### src/rtl/stbuf_drain_pkg.sv
// Shared store-buffer types: entry layout, access-size codes, size-to-length decode.
// Used by the store buffer, the TCM write side and the LSU load-check side.
// Pure types and a combinational helper; no state.
package stbuf_drain_pkg;

  localparam int ADDR_WIDTH     = 32;
  localparam int SIZE_WIDTH     = 2;
  localparam int REG_DATA_WIDTH = 32;

  localparam logic [SIZE_WIDTH-1:0] SIZE_BYTE = 2'b00;
  localparam logic [SIZE_WIDTH-1:0] SIZE_HALF = 2'b01;
  localparam logic [SIZE_WIDTH-1:0] SIZE_WORD = 2'b10;

  typedef struct packed {
    logic [ADDR_WIDTH-1:0]     addr;
    logic [SIZE_WIDTH-1:0]     size;
    logic [REG_DATA_WIDTH-1:0] data;
  } stbuf_entry_t;

  // Byte length of an access; the unused code 11 is treated as a word.
  function automatic logic [2:0] size_to_len(input logic [SIZE_WIDTH-1:0] size);
    case (size)
      SIZE_BYTE: size_to_len = 3'd1;
      SIZE_HALF: size_to_len = 3'd2;
      default:   size_to_len = 3'd4;
    endcase
  endfunction

endpackage

### src/rtl/stbuf_overlap_check.sv
// Byte-range overlap test between one store-buffer entry and a pending load.
// Latency: purely combinational.  Backpressure: none, no handshake.
// Ports: entry_valid/entry_addr/entry_size describe the queued store,
//        load_addr/load_size the load, hit = valid entry overlaps the load.
module stbuf_overlap_check
  import stbuf_drain_pkg::*;
(
  input  logic                  entry_valid,
  input  logic [ADDR_WIDTH-1:0] entry_addr,
  input  logic [SIZE_WIDTH-1:0] entry_size,
  input  logic [ADDR_WIDTH-1:0] load_addr,
  input  logic [SIZE_WIDTH-1:0] load_size,
  output logic                  hit
);

  localparam int EXT_WIDTH = ADDR_WIDTH + 1;

  // Range ends carry one extra bit so a range touching the top of the
  // address space does not wrap around to zero and falsely overlap.
  logic [ADDR_WIDTH:0] entry_end;
  logic [ADDR_WIDTH:0] load_end;

  assign entry_end = {1'b0, entry_addr} + EXT_WIDTH'(size_to_len(entry_size));
  assign load_end  = {1'b0, load_addr}  + EXT_WIDTH'(size_to_len(load_size));

  assign hit = entry_valid
            && ({1'b0, load_addr}  < entry_end)
            && ({1'b0, entry_addr} < load_end);

endmodule

### src/rtl/stbuf_drain.sv
// In-order store buffer that retires committed stores to the TCM write port.
// Latency: a store pushed at edge N can be written no earlier than the cycle after N.
// Backpressure: commit ready = !full (no full-bypass); drain only while stbuf_drain_en.
// Ports: commit_stbuf_* enqueue side, bus_tcm_stbuf_* write side (wr is
//        combinational), lsu_stbuf_check_* load probe -> stbuf_lsu_conflict,
//        stbuf_empty / stbuf_count status from registered state.
module stbuf_drain
  import stbuf_drain_pkg::*;
#(
  parameter int DEPTH     = 8,
  parameter int CNT_WIDTH = $clog2(DEPTH) + 1
) (
  input  logic                      clk,
  input  logic                      rst,

  input  logic                      commit_stbuf_valid,
  output logic                      stbuf_commit_ready,
  input  logic [ADDR_WIDTH-1:0]     commit_stbuf_addr,
  input  logic [SIZE_WIDTH-1:0]     commit_stbuf_size,
  input  logic [REG_DATA_WIDTH-1:0] commit_stbuf_data,

  input  logic                      stbuf_drain_en,
  output logic [ADDR_WIDTH-1:0]     bus_tcm_stbuf_write_addr,
  output logic [SIZE_WIDTH-1:0]     bus_tcm_stbuf_write_size,
  output logic [REG_DATA_WIDTH-1:0] bus_tcm_stbuf_data,
  output logic                      bus_tcm_stbuf_wr,

  input  logic [ADDR_WIDTH-1:0]     lsu_stbuf_check_addr,
  input  logic [SIZE_WIDTH-1:0]     lsu_stbuf_check_size,
  output logic                      stbuf_lsu_conflict,

  output logic                      stbuf_empty,
  output logic [CNT_WIDTH-1:0]      stbuf_count
);

  localparam int                   PTR_WIDTH  = $clog2(DEPTH);
  localparam logic [CNT_WIDTH-1:0] FULL_COUNT = CNT_WIDTH'(DEPTH);

  stbuf_entry_t           entries [DEPTH];
  logic [DEPTH-1:0]       entry_valid;
  logic [PTR_WIDTH-1:0]   head;
  logic [PTR_WIDTH-1:0]   tail;
  logic [CNT_WIDTH-1:0]   count;

  logic                   full;
  logic                   empty;
  logic                   push;
  logic                   pop;
  stbuf_entry_t           head_entry;
  logic [DEPTH-1:0]       entry_hit;

  assign full  = (count == FULL_COUNT);
  assign empty = (count == '0);

  // Ready depends only on occupancy, so a pop in the same cycle does not
  // open a slot for a push while full.
  assign stbuf_commit_ready = !full;
  assign push               = commit_stbuf_valid && !full;
  assign pop                = !empty && stbuf_drain_en;

  assign stbuf_empty = empty;
  assign stbuf_count = count;

  // Pointers and occupancy. Push and pop never target the same slot: a push
  // needs !full and a pop needs !empty, so head == tail cannot coincide here.
  always_ff @(posedge clk or posedge rst) begin
    if (rst) begin
      head        <= '0;
      tail        <= '0;
      count       <= '0;
      entry_valid <= '0;
    end else begin
      if (push) begin
        entry_valid[tail] <= 1'b1;
        tail              <= tail + 1'b1;
      end
      if (pop) begin
        entry_valid[head] <= 1'b0;
        head              <= head + 1'b1;
      end
      case ({push, pop})
        2'b10:   count <= count + 1'b1;
        2'b01:   count <= count - 1'b1;
        default: count <= count;
      endcase
    end
  end

  // Entry payload storage; contents are qualified by entry_valid and by
  // the empty gate on the bus, so it needs no reset.
  always_ff @(posedge clk) begin
    if (push) begin
      entries[tail] <= '{addr: commit_stbuf_addr,
                         size: commit_stbuf_size,
                         data: commit_stbuf_data};
    end
  end

  assign head_entry = entries[head];

  always_comb begin
    bus_tcm_stbuf_wr         = pop;
    bus_tcm_stbuf_write_addr = '0;
    bus_tcm_stbuf_write_size = '0;
    bus_tcm_stbuf_data       = '0;
    if (!empty) begin
      bus_tcm_stbuf_write_addr = head_entry.addr;
      bus_tcm_stbuf_write_size = head_entry.size;
      bus_tcm_stbuf_data       = head_entry.data;
    end
  end

  // The entry being popped this cycle still counts as a conflict: its write
  // lands at this edge, so the load must wait at least one more cycle.
  for (genvar g = 0; g < DEPTH; g++) begin : g_overlap
    stbuf_overlap_check u_overlap (
      .entry_valid (entry_valid[g]),
      .entry_addr  (entries[g].addr),
      .entry_size  (entries[g].size),
      .load_addr   (lsu_stbuf_check_addr),
      .load_size   (lsu_stbuf_check_size),
      .hit         (entry_hit[g])
    );
  end

  assign stbuf_lsu_conflict = |entry_hit;

endmodule

### config.mk
export PLATFORM = sky130hd
export DESIGN_NAME = stbuf_drain
export DESIGN_NICKNAME = d
export VERILOG_FILES = /design/src/rtl/stbuf_drain_pkg.sv /design/src/rtl/stbuf_overlap_check.sv /design/src/rtl/stbuf_drain.sv
export SDC_FILE = /design/constraint.sdc
export NUM_CORES = 1
export LEC_CHECK = 0
export CORE_AREA = 2 2 252 254
export CTS_CLUSTER_SIZE = 20
export DETAILED_ROUTE_END_ITERATION = 8
export DIE_AREA = 0 0 254 256
export PLACE_DENSITY = 0.79
export SLEW_MARGIN = 15
export SYNTH_ARGS = -nofsm -noshare
export SYNTH_HDL_FRONTEND = slang
export SYNTH_SLANG_ARGS = --single-unit
### constraint.sdc
create_clock -name clk -period 14.6 [get_ports clk]
set_input_delay 2.92 -clock clk [delete_from_list [all_inputs] [get_ports clk]]
set_output_delay 2.92 -clock clk [all_outputs]
set_load 0.02 [all_outputs]
# Yosys cells after proc, flatten, opt, wreduce, memory -nomap -nowiden
# Memory sizes are Yosys's and may differ from the RTL's.
# Cells that the tools add are included.
[word_totals]
regBits = 18
latchBits = 0
ram_bits = 528
mem_bits_ro = 0
in_bits = 104
output_inout_bits = 74
word_cells = 108
n_memories = 1
[classes]
addsub = 13
multipliers = 0
div_mod_pow = 0
order_cmp = 20
eq_ne = 12
shift = 0
n_mux = 21
bitwise = 3
n_reduce_logical = 34
[memory_table]
columns = ["memory", "depth", "width", "read_ports", "rd_clocked_by_memory_dff", "wr", "line", "source"]
rows = [
  ["entries", 8, 66, 9, 0, 1, "stbuf_drain.sv:39", "stbuf_entry_t entries [DEPTH];"],
]
[op_table]
columns = ["cell", "n"]
rows = [
  ["$lt 32x33->1", 16],
  ["$add 32x3->33", 9],
  ["$mux 32", 2],
  ["$pmux 3 s2", 9],
  ["$eq 2x1->1 const B", 10],
  ["$logic_and 1x1->1", 20],
  ["$logic_not 2->1", 9],
  ["$mux 8", 2],
  ["$and 8x8->8", 1],
  ["$lt 3x4->1 const B", 2],
  ["$not 8->8", 1],
  ["$or 8x8->8", 1],
  ["$pmux 4 s2", 1],
  ["$reduce_or 8->1", 1],
  ["$add 3x1->3 const B", 2],
  ["$demux 1 s3", 2],
  ["$ge 3x1->1 const B", 2],
  ["$add 4x1->4 const B", 1],
  ["$eq 4x4->1 const B", 1],
  ["$logic_not 4->1", 1],
  ["$mux 1", 4],
  ["$sub 4x1->4 const B", 1],
  ["$eq 2x2->1 const B", 1],
  ["$logic_not 1->1", 2],
  ["other kinds (2)", 2],
]

# Depth between registers and ports, before layout
[depth]
word_depth = 8
ltp_mapped = 20
depth_no_buf = 20

# By module
# From an unflattened synthesis, not the netlist that was laid out.
[unflattened]
cells_unflattened = 3738
hier_area_um2 = 42184.2
[by_module_without_submodules]
columns = ["mod", "instances", "cells_each", "area_each_um2", "seq_area_each_um2"]
rows = [
  ["stbuf_drain", 1, 947, 21081.5, 16305.6],
  ["stbuf_overlap_check at g_overlap[1].u_overlap ...", 4, 350, 2633.8, 0.0],
  ["stbuf_overlap_check at g_overlap[7].u_overlap", 1, 354, 2701.3, 0.0],
  ["stbuf_overlap_check at g_overlap[0].u_overlap", 1, 353, 2650.0, 0.0],
  ["stbuf_overlap_check at g_overlap[4].u_overlap", 1, 351, 2620.0, 0.0],
  ["stbuf_overlap_check at g_overlap[3].u_overlap", 1, 333, 2596.2, 0.0],
]

# Worst setup path before layout
# Ideal clock, no wire load.
[synth_path]
path_type = "input to register"
from = "in commit_stbuf_valid"
to = "mem entries[0][0] (netlist bit), enable pin"
setup_ns = 0.656
arrival_time_ns = 9.406
required_ns = 13.944
path_slack_ns = 4.538
path_stages = 2
path_buffers = 0
path_cell_list = "nand2_1 -> nor4_1"
[synth_between]
elab_chain_len = 3
[synth_lines]
columns = ["item", "line", "source"]
rows = [
  ["from (decl)", "stbuf_drain.sv:16", "input logic commit_stbuf_valid,"],
  ["$logic_and 1x1->1", "stbuf_drain.sv:58", "assign push = commit_stbuf_valid && !full;"],
  ["$mux 1", "stbuf_drain.sv:92", "if (push) begin"],
  ["$mux 1 (not written as such)", "stbuf_drain.sv:93", "entries[tail] <= '{addr: commit_stbuf_addr,"],
  ["to (decl)", "stbuf_drain.sv:39", ""],
]
# Every way passes these cells.

# Worst setup path after layout
[layout_path]
from = "in lsu_stbuf_check_addr[1]"
to = "out stbuf_lsu_conflict"
[layout_between]
elab_chain_len = 4
word_cells_on_any_way = 34
classes_between = "add/sub (1); order compare (16); reduce/logical (17)"
[layout_lines]
columns = ["item", "line", "source"]
rows = [
  ["from (decl)", "stbuf_drain.sv:28", "input logic [ADDR_WIDTH-1:0] lsu_stbuf_check_addr,"],
  ["$add 32x3->33 or $lt 32x33->1 (tied branches)", "stbuf_overlap_check.sv:24, stbuf_overlap_check.sv:27", ""],
  ["$lt 32x33->1 or $logic_and 1x1->1 (tied branches)", "stbuf_overlap_check.sv:28, stbuf_overlap_check.sv:27", ""],
  ["$logic_and 1x1->1", "stbuf_overlap_check.sv:28", "&& ({1'b0, entry_addr} < load_end);"],
  ["$reduce_or 8->1 (*)", "stbuf_drain.sv:126", "assign stbuf_lsu_conflict = |entry_hit;"],
  ["to (decl)", "stbuf_drain.sv:30", "output logic stbuf_lsu_conflict,"],
]
# Mark *: on every way between the ends. The rest lies on a longest branch, timed or not.

==> reports/metrics.yaml <==
path_clk_slew_ns: 0.06
cts-buffers-inserted: 58
power_density_nw_per_um2: 154.9
drv_cap: 0
syn_area_sq_um: 36920
syn_area_per_cell_sq_um: 12.00
io_buffer_count: 177
coreArea_sq_um: 62390
rsz0062_at_grt: "false"
clkPwrFrac_pct: 23.6
max_slew_margin_pct: 18.70
grt_pass1_wl_mm: 188.6
grt_overflow: 0
crit_buf_inv: 3
post-route-drc-count: 0
layout.nets: 3962
yosysTopAreaCellShare_pct: 42.94
die_y_microns: 256
cp-start-kind: "input port"
rows: 92
final_max_slew_viol_count: 0
post-place-cells: 4105
clock_skew_ns: 0.05331
cts_resized: 0
place.gp.congestion: 1.053
area_growth_pct: 13.95
layout-drive-gt1-share_pct: 9.334
r2r_cells: 11
hpwl_mm: 96.72
antenna_found_initial: 6
power_frac_seq_pct: 35.7
fin_tns_setup_ns: 0
drt_iter0_markers: 3483
p_leak_nw: 15.74
cts_sinks: 546
crit_arrival_ns: 9.76
postRouteAntennaNets: 0
die_area_sq_um: 65020
start_util_pct: 59.18
clock.fmax_mhz: 78.83
internal_power_mw: 4.023
synth_cell_types: 79
worst_skew_pair.late_latency_ns: 0.66
endpoint_kind: "output pin"
hold_path_class: "reg -> reg"
synth_enable_flop_cells: 528
cts_tree: "built"
p_comb_share_pct: 40.7
required_ns: 11.68
rrSetupSlack_ns: 11.27
clockBufferDepth: 3
ctsHtreeMaxLevel: 2
top_layer_used: "met5"
crit_type: "in -> out"
slowest_stage: "a2111oi_0"
final_cell_mix: "ha_1 (528), edfxtp_1 (528), nand2_1 (332)"
ctsHoldBuffers: 0
swShare_pct: 38.28
post_cts_buffers: 0
io_pins: 178
min_from: "stbuf_count[3]"
async_flop_share_pct: 3.297
rr_endpoint: "stbuf_count[3]"
grt_max_degree: 98
ir_drop_mv: 0.1532
synth_top_area_cell: "edfxtp_1"
cp_max_fo: 10
routedLengthMet1_mm: 49.39
synth_area_leaders: "edfxtp_1 (43%), ha_1 (18%), mux4_2 (8.0%), xor2_1 (3.8%), nand2_1 (3.4%)"
critPathTopFamily: "simple AND/OR/NAND/NOR gates"
tightest_slew_ns: 1.211
cts_root_buf: "clkbuf_16"
status: "complete, no violations"
synth-main-ff-cell: "edfxtp_1"
syn_inst: 3077
final-setup-viol-count: 0
period_share_pct: 86.88
ys_warn_count: 0
synthesis.nets: 3719
post_drt_wl_per_cell_microns: 31.09
num_vias: 28930
max_stage_delay_ns: 0.87
crit_top_cell: "nand4_1"
final_cells: 4211
yosysSeqAreaShare_pct: 44.16
grt_pass1_vias: 28330
ys_seq_elements: 546
die_w_microns: 254
p_sw_mw: 2.495
vias_per_cell: 6.870
wl_met2_mm: 57.57
totalWireLength_mm: 130.9
hold_depth: 1
grt.total_usage_pct: 40.22
timing_hold_violations_final: 0
first_pass_iters: 9
crit_chain: "clkdlybuf4s50_1 > inv_1 > fa_1 > nor2b_1 > o211ai_1 > nor3_1 > and3_1 > nand4_1 > xor2_1 > ha_1 > nand4_1 > nor3_1 > a22o_1 > a2111oi_0 > nand4_1 > and3_2 > o221a_1 > nand4b_1 > clkdlybuf4s50_1"
total_power_mw: 6.518
holdPathEnd: "stbuf_count[3]"
met3WireLength_mm: 16.50
rr_startpoint: "stbuf_count[1]"
finalCriticalPeriod_ns: 12.68
worst reg2reg max path, delay by kind of cell (launching register included):
| kind | cells | cell delay (ns) |
|---|---|---|
| and+or+nand+nor | 3 | 0.68 |
| AOI/OAI and AO/OA | 2 | 0.34 |
| adders and majority gates | 2 | 0.57 |
| buffers and inverters | 2 | 0.85 |
| xor gates and xnor gates | 2 | 0.29 |
| DFF | 1 | 0.46 |
logic make-up after synthesis:
family / share of synthesized area (%)
adder cells (fa/ha/maj): 18.43
multiplexers: 8.119
AO/OA/AOI/OAI: 9.197
AND/OR/NAND/NOR: 12.44
buffers and inverters: 1.074
flip-flops: 44.16
XOR/XNOR: 6.571
synth_stat cells, types with 5 or more instances:
master / n
fa_1: 10
o21bai_1: 5
o211ai_1: 18
xor2_1: 162
nand2_1: 332
inv_1: 44
o21ai_0: 80
and3_1: 45
a21oi_1: 238
nand3_1: 135
ha_1: 528
nor3_1: 28
buf_2: 5
edfxtp_1: 528
dfrtp_1: 18
a221oi_1: 10
mux4_2: 131
nor4_1: 18
a31oi_1: 13
o221ai_1: 5
or3_1: 6
and4_1: 29
a21o_1: 76
clkbuf_1: 37
a2111oi_0: 11
o2111ai_1: 8
nand4_1: 108
xnor2_1: 115
nor2_1: 144
and2_1: 11
o21a_1: 14
nand2b_1: 18
a211oi_1: 31
buf_1: 14
nor2b_1: 26
power by group through the flow:
stage	sequential, mW	combinational [mW]	clock [mW]
6_report	2.32	2.65	1.54
5_1_grt	2.34	2.82	1.60
4_1_cts	2.31	2.63	1.55
3_5_place_dp	2.33	2.59	0
3_3_place_gp	2.31	2.53	0
2_1_floorplan	2.16	1.65	0
routing by layer:
metal	vias up	GRT usage [%]
met5	-	0
met4	10	19.46
met3	371	10.80
met2	1902	60.44
met1	14140	54.21
li1	12510	-
worst max-delay path by stage:
stage | startpoint | endpoint | depth (start not counted)
3_5_place_dp | lsu_stbuf_check_addr[1] | stbuf_lsu_conflict | 19
2_1_floorplan | commit_stbuf_valid | entries[0][0] | 2
4_1_cts | lsu_stbuf_check_addr[1] | stbuf_lsu_conflict | 19
3_3_place_gp | lsu_stbuf_check_addr[1] | stbuf_lsu_conflict | 19
5_1_grt | lsu_stbuf_check_addr[1] | stbuf_lsu_conflict | 19
6_report | lsu_stbuf_check_addr[1] | stbuf_lsu_conflict | 19
flip-flops by register name, summed over array words and instances (netlist names):
signal	cells
entries	528
entry_valid	8
head	3
stbuf_count	4
tail	3
final cells by class:
class,count,area [sq um]
tap,846,1059
inverter,45,168.9
sequential,546,16320
clock buffer,67,1485
fill,4468,20310
antenna,1,2.502
multi-input combinational,2429,20280
timing repair buffer,240,2270
clock inverter,37,491.7
through the flow:
| stage | hold slack, ns | cell area (sq um) | setup WS (ns) | utilization, % |
|---|---|---|---|---|
| after floorplan | 0.4636 | 36920 | 4.538 | - |
| after global placement | 0.5212 | 40080 | 2.195 | 64.23 |
| after detailed placement | 0.5355 | 40080 | 2.067 | 64.23 |
| after CTS | 0.5488 | 42050 | 2.072 | 67.40 |
| after global routing | 0.5743 | 42070 | 1.774 | 67.44 |
| final | 0.5526 | 42080 | 1.915 | 67.44 |
Power figures use the tool's default switching activity.
